--- config.mk ---
export PLATFORM = sky130hd
export DESIGN_NAME = cmd_unpacker
export DESIGN_NICKNAME = d
export VERILOG_FILES = /design/src/rtl/cmd_unpacker_pkg.sv /design/src/rtl/cmd_unpacker_idle_timer.sv /design/src/rtl/cmd_unpacker.sv
export SDC_FILE = /design/constraint.sdc
export NUM_CORES = 1
export LEC_CHECK = 0
export ABC_CLOCK_PERIOD_IN_PS = 3700
export CAP_MARGIN = 25
export CORE_ASPECT_RATIO = 0.7
export CORE_MARGIN = 3
export CORE_UTILIZATION = 50
export DETAILED_ROUTE_END_ITERATION = 16
export GPL_ROUTABILITY_DRIVEN = 0
export PLACE_DENSITY_LB_ADDON = 0.1
export REMOVE_ABC_BUFFERS = 1
export SLEW_MARGIN = 25
export SYNTH_ARGS = -nofsm -noshare
export SYNTH_HDL_FRONTEND = slang
export SYNTH_SLANG_ARGS = --single-unit
--- constraint.sdc ---
create_clock -name clk -period 3.7 [get_ports clk]
set_clock_uncertainty 0.15 [all_clocks]
set_input_delay 0.74 -clock clk [delete_from_list [all_inputs] [get_ports clk]]
set_output_delay 0.74 -clock clk [all_outputs]
set_load 0.1 [all_outputs]
--- src/rtl/cmd_unpacker_pkg.sv ---
// ----------------------------------------------------------------------------
// cmd_unpacker_pkg
// Shared definitions for the command unpacker and the downstream executor:
//   - state_e      : unpacker FSM state encodings (HEADER, ARGS, SKIP, OUTPUT)
//   - NARGS_*      : header bit positions of the argument count
//   - OPCODE_*     : header bit positions of the opcode
//   - hdr_nargs()  : extract the argument count from a header byte
//   - hdr_opcode() : extract the opcode from a header byte
// ----------------------------------------------------------------------------
package cmd_unpacker_pkg;

    typedef enum logic [1:0] {
        ST_HEADER = 2'd0,
        ST_ARGS   = 2'd1,
        ST_SKIP   = 2'd2,
        ST_OUTPUT = 2'd3
    } state_e;

    localparam int NARGS_MSB  = 7;
    localparam int NARGS_LSB  = 5;
    localparam int OPCODE_MSB = 4;
    localparam int OPCODE_LSB = 0;

    function automatic logic [2:0] hdr_nargs(input logic [7:0] header);
        return header[NARGS_MSB:NARGS_LSB];
    endfunction

    function automatic logic [4:0] hdr_opcode(input logic [7:0] header);
        return header[OPCODE_MSB:OPCODE_LSB];
    endfunction

endpackage

--- src/rtl/cmd_unpacker_idle_timer.sv ---
// ----------------------------------------------------------------------------
// cmd_unpacker_idle_timer
// Idle-cycle counter used by cmd_unpacker to abort a command whose argument
// bytes stop arriving. Only compiled when CMD_TIMEOUT_EN is defined; in the
// default build this file contributes nothing.
//
// Parameters:
//   Cycles : terminal count; expired fires on the cycle the count reaches Cycles-1
//   Width  : counter width, must hold Cycles-1
// Ports:
//   clk     in  system clock
//   reset   in  synchronous, active-high reset (clears the count)
//   clear   in  force the count back to zero (dominates enable)
//   enable  in  count this cycle
//   expired out combinational terminal-count pulse (enable high and count at end)
// ----------------------------------------------------------------------------
`ifdef CMD_TIMEOUT_EN
module cmd_unpacker_idle_timer #(
    parameter int Cycles = 1024,
    parameter int Width  = 10
) (
    input  logic clk,
    input  logic reset,
    input  logic clear,
    input  logic enable,
    output logic expired
);

    localparam logic [Width-1:0] Terminal = Width'(Cycles - 1);

    logic [Width-1:0] count_q;
    logic [Width-1:0] count_d;

    // Clear wins over enable so a pop or state change in the same cycle
    // always restarts the idle window from zero.
    always_comb begin
        count_d = count_q;
        if (clear) begin
            count_d = '0;
        end else if (enable) begin
            count_d = count_q + Width'(1);
        end
    end

    assign expired = enable && (count_q == Terminal);

    always_ff @(posedge clk) begin
        if (reset) begin
            count_q <= '0;
        end else begin
            count_q <= count_d;
        end
    end

endmodule
`endif

--- src/rtl/cmd_unpacker.sv ---
// ----------------------------------------------------------------------------
// cmd_unpacker
// Pulls bytes from an upstream first-word-fall-through FIFO and assembles
// variable-length commands (one header byte, 0..7 argument bytes), then
// presents each complete command on a valid/ready interface.
// Header layout: [7:5] argument count, [4:0] opcode.
// Commands with more arguments than MaxArgs are drained and dropped, and
// cmd_error pulses once.
//
// Optional feature: define CMD_TIMEOUT_EN to abort a command that stalls
// mid-arguments for TimeoutCycles idle cycles (cmd_error pulses, the partial
// command is dropped). Without it ARGS/SKIP wait for data indefinitely.
//
// Parameters:
//   MaxArgs       : argument bytes held per command (1..7)
//   TimeoutCycles : idle-cycle abort threshold (CMD_TIMEOUT_EN only)
//   TimeoutWidth  : idle counter width (CMD_TIMEOUT_EN only)
// Ports:
//   clk          in   system clock
//   reset        in   synchronous, active-high reset
//   fifo_empty   in   upstream FIFO empty; fifo_data valid when low
//   fifo_data    in   upstream FIFO head byte
//   fifo_read_en out  pop the head byte this cycle (combinational)
//   cmd_valid    out  command presented on cmd_* outputs
//   cmd_ready    in   downstream accepts when high together with cmd_valid
//   cmd_opcode   out  header opcode
//   cmd_nargs    out  header argument count
//   cmd_args     out  arguments, first in the top byte, unused bytes zero
//   cmd_error    out  one-cycle pulse on oversize command or timeout abort
// ----------------------------------------------------------------------------
module cmd_unpacker
    import cmd_unpacker_pkg::*;
#(
    parameter int MaxArgs       = 4,
    parameter int TimeoutCycles = 1024,
    parameter int TimeoutWidth  = 10
) (
    input  logic                 clk,
    input  logic                 reset,
    input  logic                 fifo_empty,
    input  logic [7:0]           fifo_data,
    output logic                 fifo_read_en,
    output logic                 cmd_valid,
    input  logic                 cmd_ready,
    output logic [4:0]           cmd_opcode,
    output logic [2:0]           cmd_nargs,
    output logic [8*MaxArgs-1:0] cmd_args,
    output logic                 cmd_error
);

    localparam logic [2:0] MaxArgs3 = 3'(MaxArgs);

    state_e               state_q;
    state_e               state_d;
    logic [4:0]           opcode_q;
    logic [4:0]           opcode_d;
    logic [2:0]           nargs_q;
    logic [2:0]           nargs_d;
    logic [8*MaxArgs-1:0] args_q;
    logic [8*MaxArgs-1:0] args_d;
    logic [2:0]           remaining_q;
    logic [2:0]           remaining_d;
    logic                 valid_q;
    logic                 valid_d;
    logic                 error_q;
    logic                 error_d;

    logic                 pop;
    logic [2:0]           slot;
    logic                 timeout_hit;

    // A byte is popped and consumed in the same cycle whenever the FSM is
    // collecting bytes and the FIFO has one; nothing is popped during reset.
    assign pop          = !reset && !fifo_empty && (state_q != ST_OUTPUT);
    assign fifo_read_en = pop;

    // Argument slot counts up from 0 as remaining counts down from nargs,
    // so it stays below nargs <= MaxArgs.
    assign slot = nargs_q - remaining_q;

`ifdef CMD_TIMEOUT_EN
    logic timer_active;
    logic timer_enable;
    logic timer_clear;

    // Idle time only accumulates while waiting for argument bytes; any pop,
    // any state change, or being outside ARGS/SKIP restarts the window.
    assign timer_active = (state_q == ST_ARGS) || (state_q == ST_SKIP);
    assign timer_enable = timer_active && fifo_empty;
    assign timer_clear  = pop || (state_d != state_q) || !timer_active;

    cmd_unpacker_idle_timer #(
        .Cycles (TimeoutCycles),
        .Width  (TimeoutWidth)
    ) u_idle_timer (
        .clk     (clk),
        .reset   (reset),
        .clear   (timer_clear),
        .enable  (timer_enable),
        .expired (timeout_hit)
    );
`else
    logic unused_timeout_cfg;

    assign timeout_hit        = 1'b0;
    assign unused_timeout_cfg = ^{TimeoutCycles, TimeoutWidth};
`endif

    // Next-state and datapath: header decode, argument placement, skip
    // draining and the output handshake. Outputs are registered from the
    // next-state values so cmd_valid rises together with the OUTPUT state.
    always_comb begin
        state_d     = state_q;
        opcode_d    = opcode_q;
        nargs_d     = nargs_q;
        args_d      = args_q;
        remaining_d = remaining_q;
        error_d     = 1'b0;

        unique case (state_q)
            ST_HEADER: begin
                if (pop) begin
                    opcode_d    = hdr_opcode(fifo_data);
                    nargs_d     = hdr_nargs(fifo_data);
                    args_d      = '0;
                    remaining_d = hdr_nargs(fifo_data);
                    if (hdr_nargs(fifo_data) == 3'd0) begin
                        state_d = ST_OUTPUT;
                    end else if (hdr_nargs(fifo_data) > MaxArgs3) begin
                        state_d = ST_SKIP;
                        error_d = 1'b1;
                    end else begin
                        state_d = ST_ARGS;
                    end
                end
            end

            ST_ARGS: begin
                if (pop) begin
                    for (int i = 0; i < MaxArgs; i++) begin
                        if (slot == 3'(i)) begin
                            args_d[8*(MaxArgs-1-i) +: 8] = fifo_data;
                        end
                    end
                    remaining_d = remaining_q - 3'd1;
                    if (remaining_q == 3'd1) begin
                        state_d = ST_OUTPUT;
                    end
                end else if (timeout_hit) begin
                    state_d = ST_HEADER;
                    error_d = 1'b1;
                end
            end

            ST_SKIP: begin
                if (pop) begin
                    remaining_d = remaining_q - 3'd1;
                    if (remaining_q == 3'd1) begin
                        state_d = ST_HEADER;
                    end
                end else if (timeout_hit) begin
                    state_d = ST_HEADER;
                    error_d = 1'b1;
                end
            end

            ST_OUTPUT: begin
                if (cmd_ready) begin
                    state_d = ST_HEADER;
                end
            end

            default: begin
                state_d = ST_HEADER;
            end
        endcase

        valid_d = (state_d == ST_OUTPUT);
    end

    // State and registered outputs; reset drops any partial command.
    always_ff @(posedge clk) begin
        if (reset) begin
            state_q     <= ST_HEADER;
            opcode_q    <= '0;
            nargs_q     <= '0;
            args_q      <= '0;
            remaining_q <= '0;
            valid_q     <= 1'b0;
            error_q     <= 1'b0;
        end else begin
            state_q     <= state_d;
            opcode_q    <= opcode_d;
            nargs_q     <= nargs_d;
            args_q      <= args_d;
            remaining_q <= remaining_d;
            valid_q     <= valid_d;
            error_q     <= error_d;
        end
    end

    assign cmd_valid  = valid_q;
    assign cmd_opcode = opcode_q;
    assign cmd_nargs  = nargs_q;
    assign cmd_args   = args_q;
    assign cmd_error  = error_q;

endmodule

==> impl_results.md <==
- Mapped cell area: 0.00194 mm2
- Post-route ant nets: 0
- TNS Setup: 0 ps
- Post-Synth XOR/XNOR Area: 1.29%
- Cell Rows: 18
- Final WL: 4760 um
- I/O Buffers: 54
- Status: complete, no violations
- CTS Buf Count: 5
- Via count of the routed design: 1,644
- Post-synthesis mux area share: 0%
- Clock root buffer: clkbuf_8
- CTS max path bufs: 2
- Most common cell after layout, fill and taps aside: clkdlybuf4s50_1
- Die ar.: 0.00467 mm2
- Die width: 80.4 um
- Share of cells above drive strength 1: 5.65%
- Period utilisation layout: 73.5%
- Simple-gate share of the synthesized area: 14.1%
- Syn Area/Cell: 9.89 um2
- Initial Utilization: 53.5%
- Die Span Y: 58.1 um
- Final Non-Filler Cells: 298
- Adder and majority cell fraction of the synthesized area: 7.49%
- Pwr per Cell Area: 624 mW/mm2
- FF/Latch Area: 941 um2
- Pin count of the biggest net entering global routing: 17
- Yosys warns: 0
- WL per Instance: 16.0 um
- Total track usage: 22.4%
- Largest stage delay, worst path: 480 ps
- Commonest non-fill, non-tap cells in the layout: clkdlybuf4s50_1, dfxtp_1, o2bb2ai_1
- # IOs: 55
- Sequential cell area fraction in the yosys report: 48.5%
- RSZ-0062 raised after global routing: no
- CTS tree: done
- Cell Chain, Critical Path: clkdlybuf4s50_1 > nor3_4 > buf_12
- Initial antenna violation count: 0
- Residual DRC: 0
- Worst Hold Class: reg2reg
- Final Critical Period: 2720 ps
- Fill count: 286
- Max Freq: 368 MHz
- Nets: 270
- Post-synthesis register bit count: 47
- Ys flop type: dfxtp_1
- Synth async-reset ratio: 0%
- P&R area growth vs syn: 34.5%
- Largest family of logic cells by synthesized area: compound AO/OA/AOI/OAI gates
- Worst-margin pin slew: 979 ps
- Leading area contributor after synthesis: dfxtp_1
- Rel. slew slack: 34.6%
- Critical Path AT: 1830 ps
- Post-synth EDFFs: 0
- Setup bufs post-CTS: 0
- Routed vias/inst: 5.52
- Area contributors post-synth: dfxtp_1, o2bb2ai_1, ha_1
- Post_cts resized: 0
- CP Data Required Time: 2810 ps
- Worst skew pair latency: 290 ps
- Vias in the first global route: 1,620
- Slowest cell on the critical path: clkdlybuf4s50_1
- CP startpoint kind: primary input
- Post-synthesis compound-gate area fraction: 23.0%
- Crit path capture type: output port
- Worst Path Class, Setup: in2out
- Maximum vdd drop: 348 uV
- Synth top area share: 48.5%
- Dpl cells: 290
- Worst-path clk slew: 90 ps
- Core footprint: 0.00363 mm2
- First-pass GRT wire length: 7970 um
- Slew Limit Fails: 0
- Cts hold-fix bufs: 0
- Clk sinks: 47
- Leakage power: 0.928 nW
- Crit path max fanout: 9
- Initial DRC count: 136
- Cells after Synth: 196
- Setup violations, final: 0
- Drt first pass iters: 4
- Post-DP HPWL: 3560 um
- Final hold vios: 0
- Area of the multi-input gates: 890 um2
- CTS HTree Levels: 2
- Synth unique cells: 32
- # diodes: 0
- Global route overflow: 0
- Max-Cap Viols: 0
[final timing paths]
| check | end | slack [ps] | cells after the start | startpoint |
|---|---|---|---|---|
| min | cmd_opcode[0] | 320 | 2 | cmd_opcode[0] |
| max | fifo_read_en | 980 | 3 | fifo_empty |
| max reg2reg | cmd_args[10] | 1400 | 7 | cmd_nargs[0] |
| min reg2reg | cmd_opcode[0] | 320 | 2 | cmd_opcode[0] |
[final cells by class]
cell class	instances	area share, %
Clock inverter	2	1.34
Clock buffer	6	3.17
Tap cell	50	2.40
Sequential cell	47	36.1
Inverter	10	1.44
Timing Repair Buffer	55	21.4
Multi-Input combinational cell	128	34.1
[critical path, delay by kind of cell]
kind	cells	cell delay, ps
buffers and inverters	2	710
AND/OR/NAND/NOR	1	380
[registers in the layout (all words and copies together) (netlist names)]
name and flops:
cmd_error 1, cmd_args 32, cmd_valid 1, remaining_q 3
cmd_opcode 5, state_q 2, cmd_nargs 3
[where the power goes]
part,switching (mW),internal (mW),total [mW]
Sequential,0.0342,0.547,0.581
Combinational,0.477,0.188,0.665
Clock,0.161,0.219,0.380
[synth_stat cells (4+ instances only)]
cell type  number
a21oi_1        11
clkbuf_1        5
dfxtp_1        47
ha_1           10
inv_1          10
nand2_1        29
nor2_1          4
nor3_1          6
o21ai_0         4
o21ai_1         4
o2bb2ai_1      32
or3_1           5
[cell families after synthesis]
| family | after synthesis |
|---|---|
| AOI/OAI and AO/OA | 60 |
| and+or+nand+nor | 56 |
| DFF | 47 |
| buffers and inverters | 21 |
| adders and majority gates | 11 |
| xor gates and xnor gates | 1 |
[through the flow]
step	area (um2)	hold WS (ps)	setup slack (ps)	total power, mW	utilization, %
after detailed placement	2490	295	861	1.25	68.6
final	2610	315	980	1.63	71.9
after global routing	2610	331	917	1.72	71.9
after CTS	2610	318	975	1.63	71.9
after global placement	2490	294	907	1.24	68.6
after floorplan	1870	302	963	1.08	-
[routing by layer]
layer / up-vias / global-route usage (%) / part of all wire (%)
met5: - / 0 / 0
met4: 0 / 6.75 / 1.2
met3: 7 / 4.50 / 7.6
met2: 56 / 33.6 / 42
met1: 782 / 32.5 / 50
li1: 799 / - / -
Note: power is estimated with default switching activity, not from simulation.
